### config.mk
export PLATFORM = sky130hd
export DESIGN_NAME = uart_rx_fifo
export DESIGN_NICKNAME = d
export VERILOG_FILES = /design/src/rtl/uart_rx_fifo.sv
export SDC_FILE = /design/constraint.sdc
export NUM_CORES = 1
export LEC_CHECK = 0
export ABC_AREA = 1
export ABC_CLOCK_PERIOD_IN_PS = 3500
export CAP_MARGIN = 20
export CORE_MARGIN = 3
export CORE_UTILIZATION = 30
export CTS_BUF_LIST = sky130_fd_sc_hd__clkbuf_16
export DETAILED_ROUTE_END_ITERATION = 12
export SYNTH_ARGS = -nofsm -noshare
export SYNTH_HDL_FRONTEND = slang
export SYNTH_SLANG_ARGS = --single-unit
### constraint.sdc
create_clock -name clk -period 3.5 [get_ports clk]
set_input_delay 0.525 -clock clk [delete_from_list [all_inputs] [get_ports clk]]
set_output_delay 0.525 -clock clk [all_outputs]
set_load 0.01 [all_outputs]
### src/rtl/uart_rx_fifo.sv
// UART receive buffer: edge-detected capture into a first-word-fall-through FIFO.
// Define UART_RX_FIFO_AFULL_EN to add the registered almost_full flag.
module uart_rx_fifo #(
    parameter int DEPTH       = 16,
    parameter int AFULL_LEVEL = 12
) (
    input  logic                     clk,
    input  logic                     rst,
    input  logic [7:0]               Data_out,
    input  logic                     data_ready,
    output logic [7:0]               rd_data,
    output logic                     rd_valid,
    input  logic                     rd_ready,
    output logic [$clog2(DEPTH):0]   level,
    output logic                     full,
    output logic                     overflow,
    input  logic                     clr_overflow
`ifdef UART_RX_FIFO_AFULL_EN
    ,
    output logic                     almost_full
`endif
);

    localparam int AW = $clog2(DEPTH);
    localparam int LW = AW + 1;
    localparam logic [LW-1:0] DEPTH_L = LW'(DEPTH);

    if (DEPTH < 2 || DEPTH > 256 || (DEPTH & (DEPTH - 1)) != 0) begin : g_bad_depth
        $error("uart_rx_fifo: DEPTH must be a power of 2 in 2..256");
    end
    if (AFULL_LEVEL < 1 || AFULL_LEVEL > DEPTH) begin : g_bad_afull
        $error("uart_rx_fifo: AFULL_LEVEL must be in 1..DEPTH");
    end

    logic [7:0]    mem [DEPTH];
    logic [AW-1:0] wr_ptr;
    logic [AW-1:0] rd_ptr;
    logic [LW-1:0] level_q;
    logic [LW-1:0] level_nxt;
    logic          data_ready_q;
    logic          overflow_q;

    logic wr_ev;
    logic rd_fire;
    logic wr_acc;
    logic wr_drop;

    // data_ready may be a level or a pulse; only its rising edge is a byte
    assign wr_ev   = data_ready & ~data_ready_q;
    assign rd_fire = rd_valid & rd_ready;
    assign wr_acc  = wr_ev & (~full | rd_fire);
    assign wr_drop = wr_ev & full & ~rd_fire;

    assign rd_valid = (level_q != '0);
    assign full     = (level_q == DEPTH_L);
    assign level    = level_q;
    assign overflow = overflow_q;
    assign rd_data  = rd_valid ? mem[rd_ptr] : 8'h00;

    always_comb begin
        level_nxt = level_q;
        unique case ({wr_acc, rd_fire})
            2'b10:   level_nxt = level_q + LW'(1);
            2'b01:   level_nxt = level_q - LW'(1);
            default: level_nxt = level_q;
        endcase
    end

    always_ff @(posedge clk) begin
        if (wr_acc) begin
            mem[wr_ptr] <= Data_out;
        end
    end

    always_ff @(posedge clk) begin
        if (rst) begin
            wr_ptr       <= '0;
            rd_ptr       <= '0;
            level_q      <= '0;
            data_ready_q <= 1'b0;
            overflow_q   <= 1'b0;
        end else begin
            data_ready_q <= data_ready;
            level_q      <= level_nxt;
            if (wr_acc) begin
                wr_ptr <= wr_ptr + AW'(1);
            end
            if (rd_fire) begin
                rd_ptr <= rd_ptr + AW'(1);
            end
            // a drop in the same cycle as a clear leaves the flag set
            if (wr_drop) begin
                overflow_q <= 1'b1;
            end else if (clr_overflow) begin
                overflow_q <= 1'b0;
            end
        end
    end

`ifdef UART_RX_FIFO_AFULL_EN
    localparam logic [LW-1:0] AFULL_L = LW'(AFULL_LEVEL);

    always_ff @(posedge clk) begin
        if (rst) begin
            almost_full <= 1'b0;
        end else begin
            almost_full <= (level_nxt >= AFULL_L);
        end
    end
`endif

endmodule

* Word-level counts from Yosys, hierarchy flattened *
Memory sizes are Yosys's and may differ from the RTL's. A register that Yosys moved wholly into a read port is not among the register bits.
Index checks and enable logic that the tools add are counted.

word-level totals
  flip-flop bits (word level) = 15
  bits in writable memories = 128
  bits of input ports = 13
  output and inout bits = 16
  logic and storage cells = 33
  memories kept = 1

memory list
  memory  words  width  read ports  clocked after memory_dff  wr ports  RTL line  source
  mem     16     8      1           1                         1         35        logic [7:0] mem [DEPTH];

operators by class
  add/subtract/negate cells = 4
  eq/ne operators = 3
  muxes and demuxes = 8
  bitwise operators = 9
  reduce and logical (&&, ||, !) cells = 3

operator list
  operator                                                             count
  5-bit one-hot mux with 2 select lines                                1
  4-bit by 1-bit adder with 4-bit output (second input constant)       2
  4-bit two-way mux                                                    2
  8-bit two-way mux                                                    1
  5-bit by 1-bit adder with 5-bit output (second input constant)       1
  1-bit bitwise AND                                                    5
  5-bit == test (second input constant)                                1
  5-bit nonzero test                                                   1
  5-bit by 1-bit subtractor with 5-bit output (second input constant)  1
  1-bit two-way mux                                                    4
  2-bit nonzero test                                                   2
  1-bit inverter                                                       3
  2-bit by 1-bit == test with 1-bit output (second input constant)     1
  2-bit == test (second input constant)                                1
  1-bit OR                                                             1

* Depth between registers and ports, before layout *
  depth in word-level cells = 6
  mapped depth = 16

* Least setup slack after synthesis *
Ideal clock, no wire load.

  path type = input -> register
  start point = input data_ready
  end point = memory mem[11][0] (enable)
  setup time = 0.370 ns
  data arrival time = 1.622 ns
  data required time = 3.130 ns
  setup slack = 1.508 ns
  cell stages on the path = 6
  buffers on the path = 1
  cell sequence = inv_1 or2_1 buf_6 a21oi_4 nand2_1 nor2_1

between the ends
  word-level cells in the longest chain between the ends = 4

RTL lines
  item                                     RTL line  source
  from (decl)                              10        input logic data_ready,
  1-bit bitwise AND                        49        assign wr_ev = data_ready & ~data_ready_q;
  1-bit bitwise AND                        51        assign wr_acc = wr_ev & (~full | rd_fire);
  1-bit two-way mux                        70        if (wr_acc) begin
  1-bit two-way mux (not written as such)  71        mem[wr_ptr] <= Data_out;
  to (decl)                                35

No other way between the ends.

==> results.rst <==
.. list-table::
   :header-rows: 1

   * - Metric
     - Value
   * - Area contributors post-synth
     - sky130_fd_sc_hd__edfxtp_1 (64%), sky130_fd_sc_hd__dfxtp_1 (6.3%), sky130_fd_sc_hd__o21ai_0 (6.2%)
   * - Worst supply voltage drop on vdd
     - 0.396 mV
   * - Clock Sink Count
     - ~150
   * - Setup-failing EPs final
     - 0
   * - Max Clock Skew
     - 0.00969 ns
   * - Register-to-register path setup slack
     - 1.31 ns
   * - Core Footprint
     - 19,700 um2
   * - RR Startpoint
     - level[0]$_SDFFE_PP0P_
   * - Cell area after layout
     - 7230 um2
   * - Post-synth net total
     - between 500 and 600
   * - Minimum clock period
     - around 3.3 ns
   * - Finished Layout Cells
     - 821
   * - Number of endpoints with negative hold slack in the final report
     - 0
   * - Proportion of layout cells with a drive suffix above 1
     - 12.1%
   * - Data arrival time at the worst-slack endpoint
     - 2.78 ns
   * - Critical Path Start Type
     - register
   * - Grt total ovfl
     - 0
   * - Nature of the critical path endpoint
     - output pin
   * - Floorplan die area
     - 21,900 um2
   * - Post-layout nets
     - 562
   * - Share of synthesized area occupied by flip-flops and latches
     - 69.9%
   * - Mean post-synth cell area
     - roughly 12 um2
   * - Top-Level Pins
     - 29
   * - Crit path to
     - rd_data[4]
   * - Mapped Cells
     - 501
   * - Synth unique cells
     - 33
   * - Die outline width
     - 148 um
   * - Layout overhead on the synthesized area
     - 19.5%
   * - CTS tree
     - done
   * - Worst-case setup slack after placement
     - 0.563 ns
   * - Critical path peak fanout
     - 27
   * - Placement Rows
     - 51
   * - RSZ-0062 raised after global routing
     - false
   * - Global placer's final weighted congestion
     - approximately 0.78
   * - Drt total wl
     - approximately 14,000 um
   * - Hold/Removal Path Class
     - register to register
   * - Placement Cell Area
     - 6710 um2
   * - Ratio of total power to cell area
     - 644 nW/um2
   * - Buffers from clock root to sink, at most
     - 2
   * - Flop and latch count out of synthesis
     - 147
   * - Pin count of the biggest net entering global routing
     - 28
   * - Final cycle utilization of the critical path
     - 94.3%
   * - Fraction of post-synthesis cell area in the top cell type by area
     - 63.6%
   * - Cell accounting for the most synthesized area
     - sky130_fd_sc_hd__edfxtp_1
   * - Slew Limit Headroom
     - 40.9%
   * - Worst Tran Pin Value
     - 0.884 ns
   * - Vias/cell
     - 5.02
   * - WS Path Type
     - register to output pin
   * - # resized after CTS
     - 0
   * - Yosys warns
     - 0
   * - Residual DRC count
     - 0
   * - Total GRT Usage
     - 13.1%
   * - Die Span Y
     - 148 um
   * - Endpoint of the most critical register-to-register path
     - mem[6][2]$_DFFE_PP_
   * - Run status
     - finished clean
   * - Antenna Diode Count
     - 0
   * - Initial core utilization
     - a little under a third
   * - Average wire per cell in the routed design
     - 17.3 um
   * - Drt pass-1 iters
     - 5
   * - Max frequency
     - 303 MHz
   * - Leakage power total
     - 2.44 nW
   * - Number of global-route vias before repair
     - 3,966
   * - Count of hold-fix buffers inserted at cts
     - 0
   * - Cell area after synthesis
     - 6050 um2
   * - Final total negative setup slack
     - 0 ns
   * - Antenna violations before repair
     - 0
   * - Half-perimeter wire length of the detailed placement result
     - 9420 um
   * - H-tree depth reported by CTS
     - 4
   * - Port Buffer Count
     - 28
   * - Detail Route Antenna Nets
     - 0
   * - Cells on worst reg2reg path
     - 6
   * - Initial detailed-routing violation count
     - 403
   * - Worst skew pair latency
     - 0.42 ns
   * - Buffers inserted by post-CTS timing repair
     - 0
   * - Post-layout worst setup margin
     - 0.199 ns
   * - Critical path required time
     - around 3.0 ns
   * - Number of max-slew violations in the final report
     - 0
   * - Cells after DPL
     - between 700 and 800
   * - TritonCTS Buffers
     - 17
   * - Vias
     - ~4,100
   * - Register clock-pin slew on the reported worst setup and hold paths
     - 0.06 ns
   * - Layout fillers
     - 1,952
   * - Root cell of the clock tree
     - sky130_fd_sc_hd__clkbuf_16
   * - Global-route wire length before repair
     - roughly 22,000 um
   * - Max cap viols
     - 0
-- state kept, by name, summed over array words and instances (netlist names), named ones only --
| register | count |
|---|---|
| wr_ptr | 4 |
| rd_ptr | 4 |
| overflow | 1 |
| mem | 128 |
| level | 5 |
| data_ready_q | 1 |
-- kinds of logic after synthesis --
kind of cell | Yosys count | share of synthesized area [%]
XOR/XNOR | 2 | 0.290
flip-flops | 147 | 69.9
AO/OA/AOI/OAI | 130 | 12.9
buffers and inverters | 56 | 3.79
adder cells (fa/ha/maj) | 6 | 1.24
AND/OR/NAND/NOR | 160 | 12.0
-- layout by cell type, fill, tap and decap left out, types with 16 or more instances in the layout --
master,count
sky130_fd_sc_hd__inv_1,29
sky130_fd_sc_hd__o21ai_0,75
sky130_fd_sc_hd__clkdlybuf4s50_1,28
sky130_fd_sc_hd__a21oi_1,16
sky130_fd_sc_hd__nand3_1,19
sky130_fd_sc_hd__buf_4,18
sky130_fd_sc_hd__o221ai_1,26
sky130_fd_sc_hd__dfxtp_1,18
sky130_fd_sc_hd__nor2_1,93
sky130_fd_sc_hd__edfxtp_1,128
sky130_fd_sc_hd__clkbuf_16,17
sky130_fd_sc_hd__nand2_1,26
-- critical path, stage by stage, from the launching register on --
cell	delay, ns
sky130_fd_sc_hd__dfxtp_2	0.62
sky130_fd_sc_hd__buf_4	0.33
sky130_fd_sc_hd__o21ai_0	0.14
sky130_fd_sc_hd__o22ai_1	0.16
sky130_fd_sc_hd__nor2_1	0.05
sky130_fd_sc_hd__nor2_1	0.09
sky130_fd_sc_hd__o21ai_0	0.12
sky130_fd_sc_hd__a21oi_1	0.24
sky130_fd_sc_hd__clkdlybuf4s50_1	0.60
-- synth_stat cells --
| cell type | number |
|---|---|
| sky130_fd_sc_hd__a211oi_1 | 1 |
| sky130_fd_sc_hd__a21oi_1 | 16 |
| sky130_fd_sc_hd__a21oi_4 | 1 |
| sky130_fd_sc_hd__a31o_2 | 1 |
| sky130_fd_sc_hd__buf_1 | 2 |
| sky130_fd_sc_hd__buf_2 | 9 |
| sky130_fd_sc_hd__buf_6 | 1 |
| sky130_fd_sc_hd__clkbuf_1 | 12 |
| sky130_fd_sc_hd__dfxtp_1 | 19 |
| sky130_fd_sc_hd__edfxtp_1 | 128 |
| sky130_fd_sc_hd__ha_1 | 6 |
| sky130_fd_sc_hd__inv_1 | 27 |
| sky130_fd_sc_hd__inv_2 | 5 |
| sky130_fd_sc_hd__nand2_1 | 26 |
| sky130_fd_sc_hd__nand2_2 | 4 |
| sky130_fd_sc_hd__nand2_4 | 2 |
| sky130_fd_sc_hd__nand3_1 | 19 |
| sky130_fd_sc_hd__nand3_2 | 1 |
| sky130_fd_sc_hd__nand3_4 | 2 |
| sky130_fd_sc_hd__nand3b_1 | 2 |
| sky130_fd_sc_hd__nand4_1 | 5 |
| sky130_fd_sc_hd__nor2_1 | 93 |
| sky130_fd_sc_hd__nor2_2 | 3 |
| sky130_fd_sc_hd__nor2_4 | 1 |
| sky130_fd_sc_hd__o211ai_1 | 1 |
| sky130_fd_sc_hd__o21a_1 | 1 |
| sky130_fd_sc_hd__o21ai_0 | 75 |
| sky130_fd_sc_hd__o21ai_1 | 2 |
| sky130_fd_sc_hd__o221ai_1 | 26 |
| sky130_fd_sc_hd__o22ai_1 | 6 |
| sky130_fd_sc_hd__or2_1 | 2 |
| sky130_fd_sc_hd__xnor2_1 | 1 |
| sky130_fd_sc_hd__xor2_1 | 1 |
-- where the power goes --
part | internal, mW | leakage, nW | switching (mW)
clock | 0.893 | 0.246 | 0.685
sequential | 1.96 | 1.31 | 0.0712
combinational | 0.412 | 0.882 | 0.631
-- worst min path at each step --
| stage | end | startpoint | cells past startpoint | slack [ns] |
|---|---|---|---|---|
| 6_report | overflow$_SDFFE_PP0P_ | overflow$_SDFFE_PP0P_ | 2 | 0.47 |
| 3_5_place_dp | overflow$_SDFFE_PP0P_ | overflow$_SDFFE_PP0P_ | 2 | 0.47 |
| 4_1_cts | overflow$_SDFFE_PP0P_ | overflow$_SDFFE_PP0P_ | 2 | 0.48 |
| 3_3_place_gp | overflow$_SDFFE_PP0P_ | overflow$_SDFFE_PP0P_ | 2 | 0.46 |
| 5_1_grt | overflow$_SDFFE_PP0P_ | overflow$_SDFFE_PP0P_ | 2 | 0.50 |
| 2_1_floorplan | register | rd_ptr[2]$_SDFFE_PP0N_ | 2 | 0.46 |
-- metal layers --
metal  up-vias  share of wire, %  GRT usage, %  routed length [um]
met5         -                 0             0                   0
met2       135                47          20.8                6730
met4         0               1.4          4.39                 198
li1       1910                 -             -                   -
met1      2055                46          17.5                6490
met3        18               5.5          3.34                 779
-- metrics by stage --
step / power (mW) / hold WS, ns / util, %
2_1_floorplan: 2.69 / 0.460 / -
3_3_place_gp: 3.08 / 0.461 / 34.1
3_5_place_dp: 3.11 / 0.472 / 34.1
4_1_cts: 4.68 / 0.483 / 36.8
5_1_grt: 4.87 / 0.501 / 36.8
6_report: 4.65 / 0.474 / 36.8
-- layout make-up --
cell class              count  area (um2)  area share (%)
repair buffers             47         435            6.02
clock buffers              17         425            5.89
well taps                 265         332            4.59
inverters                  32         120            1.66
flip-flops and latches    147        4230            58.5
clock inverters            15        96.3            1.33
multi-input cells         298        1590            22.1
Note: power is estimated with default switching activity, not from simulation.
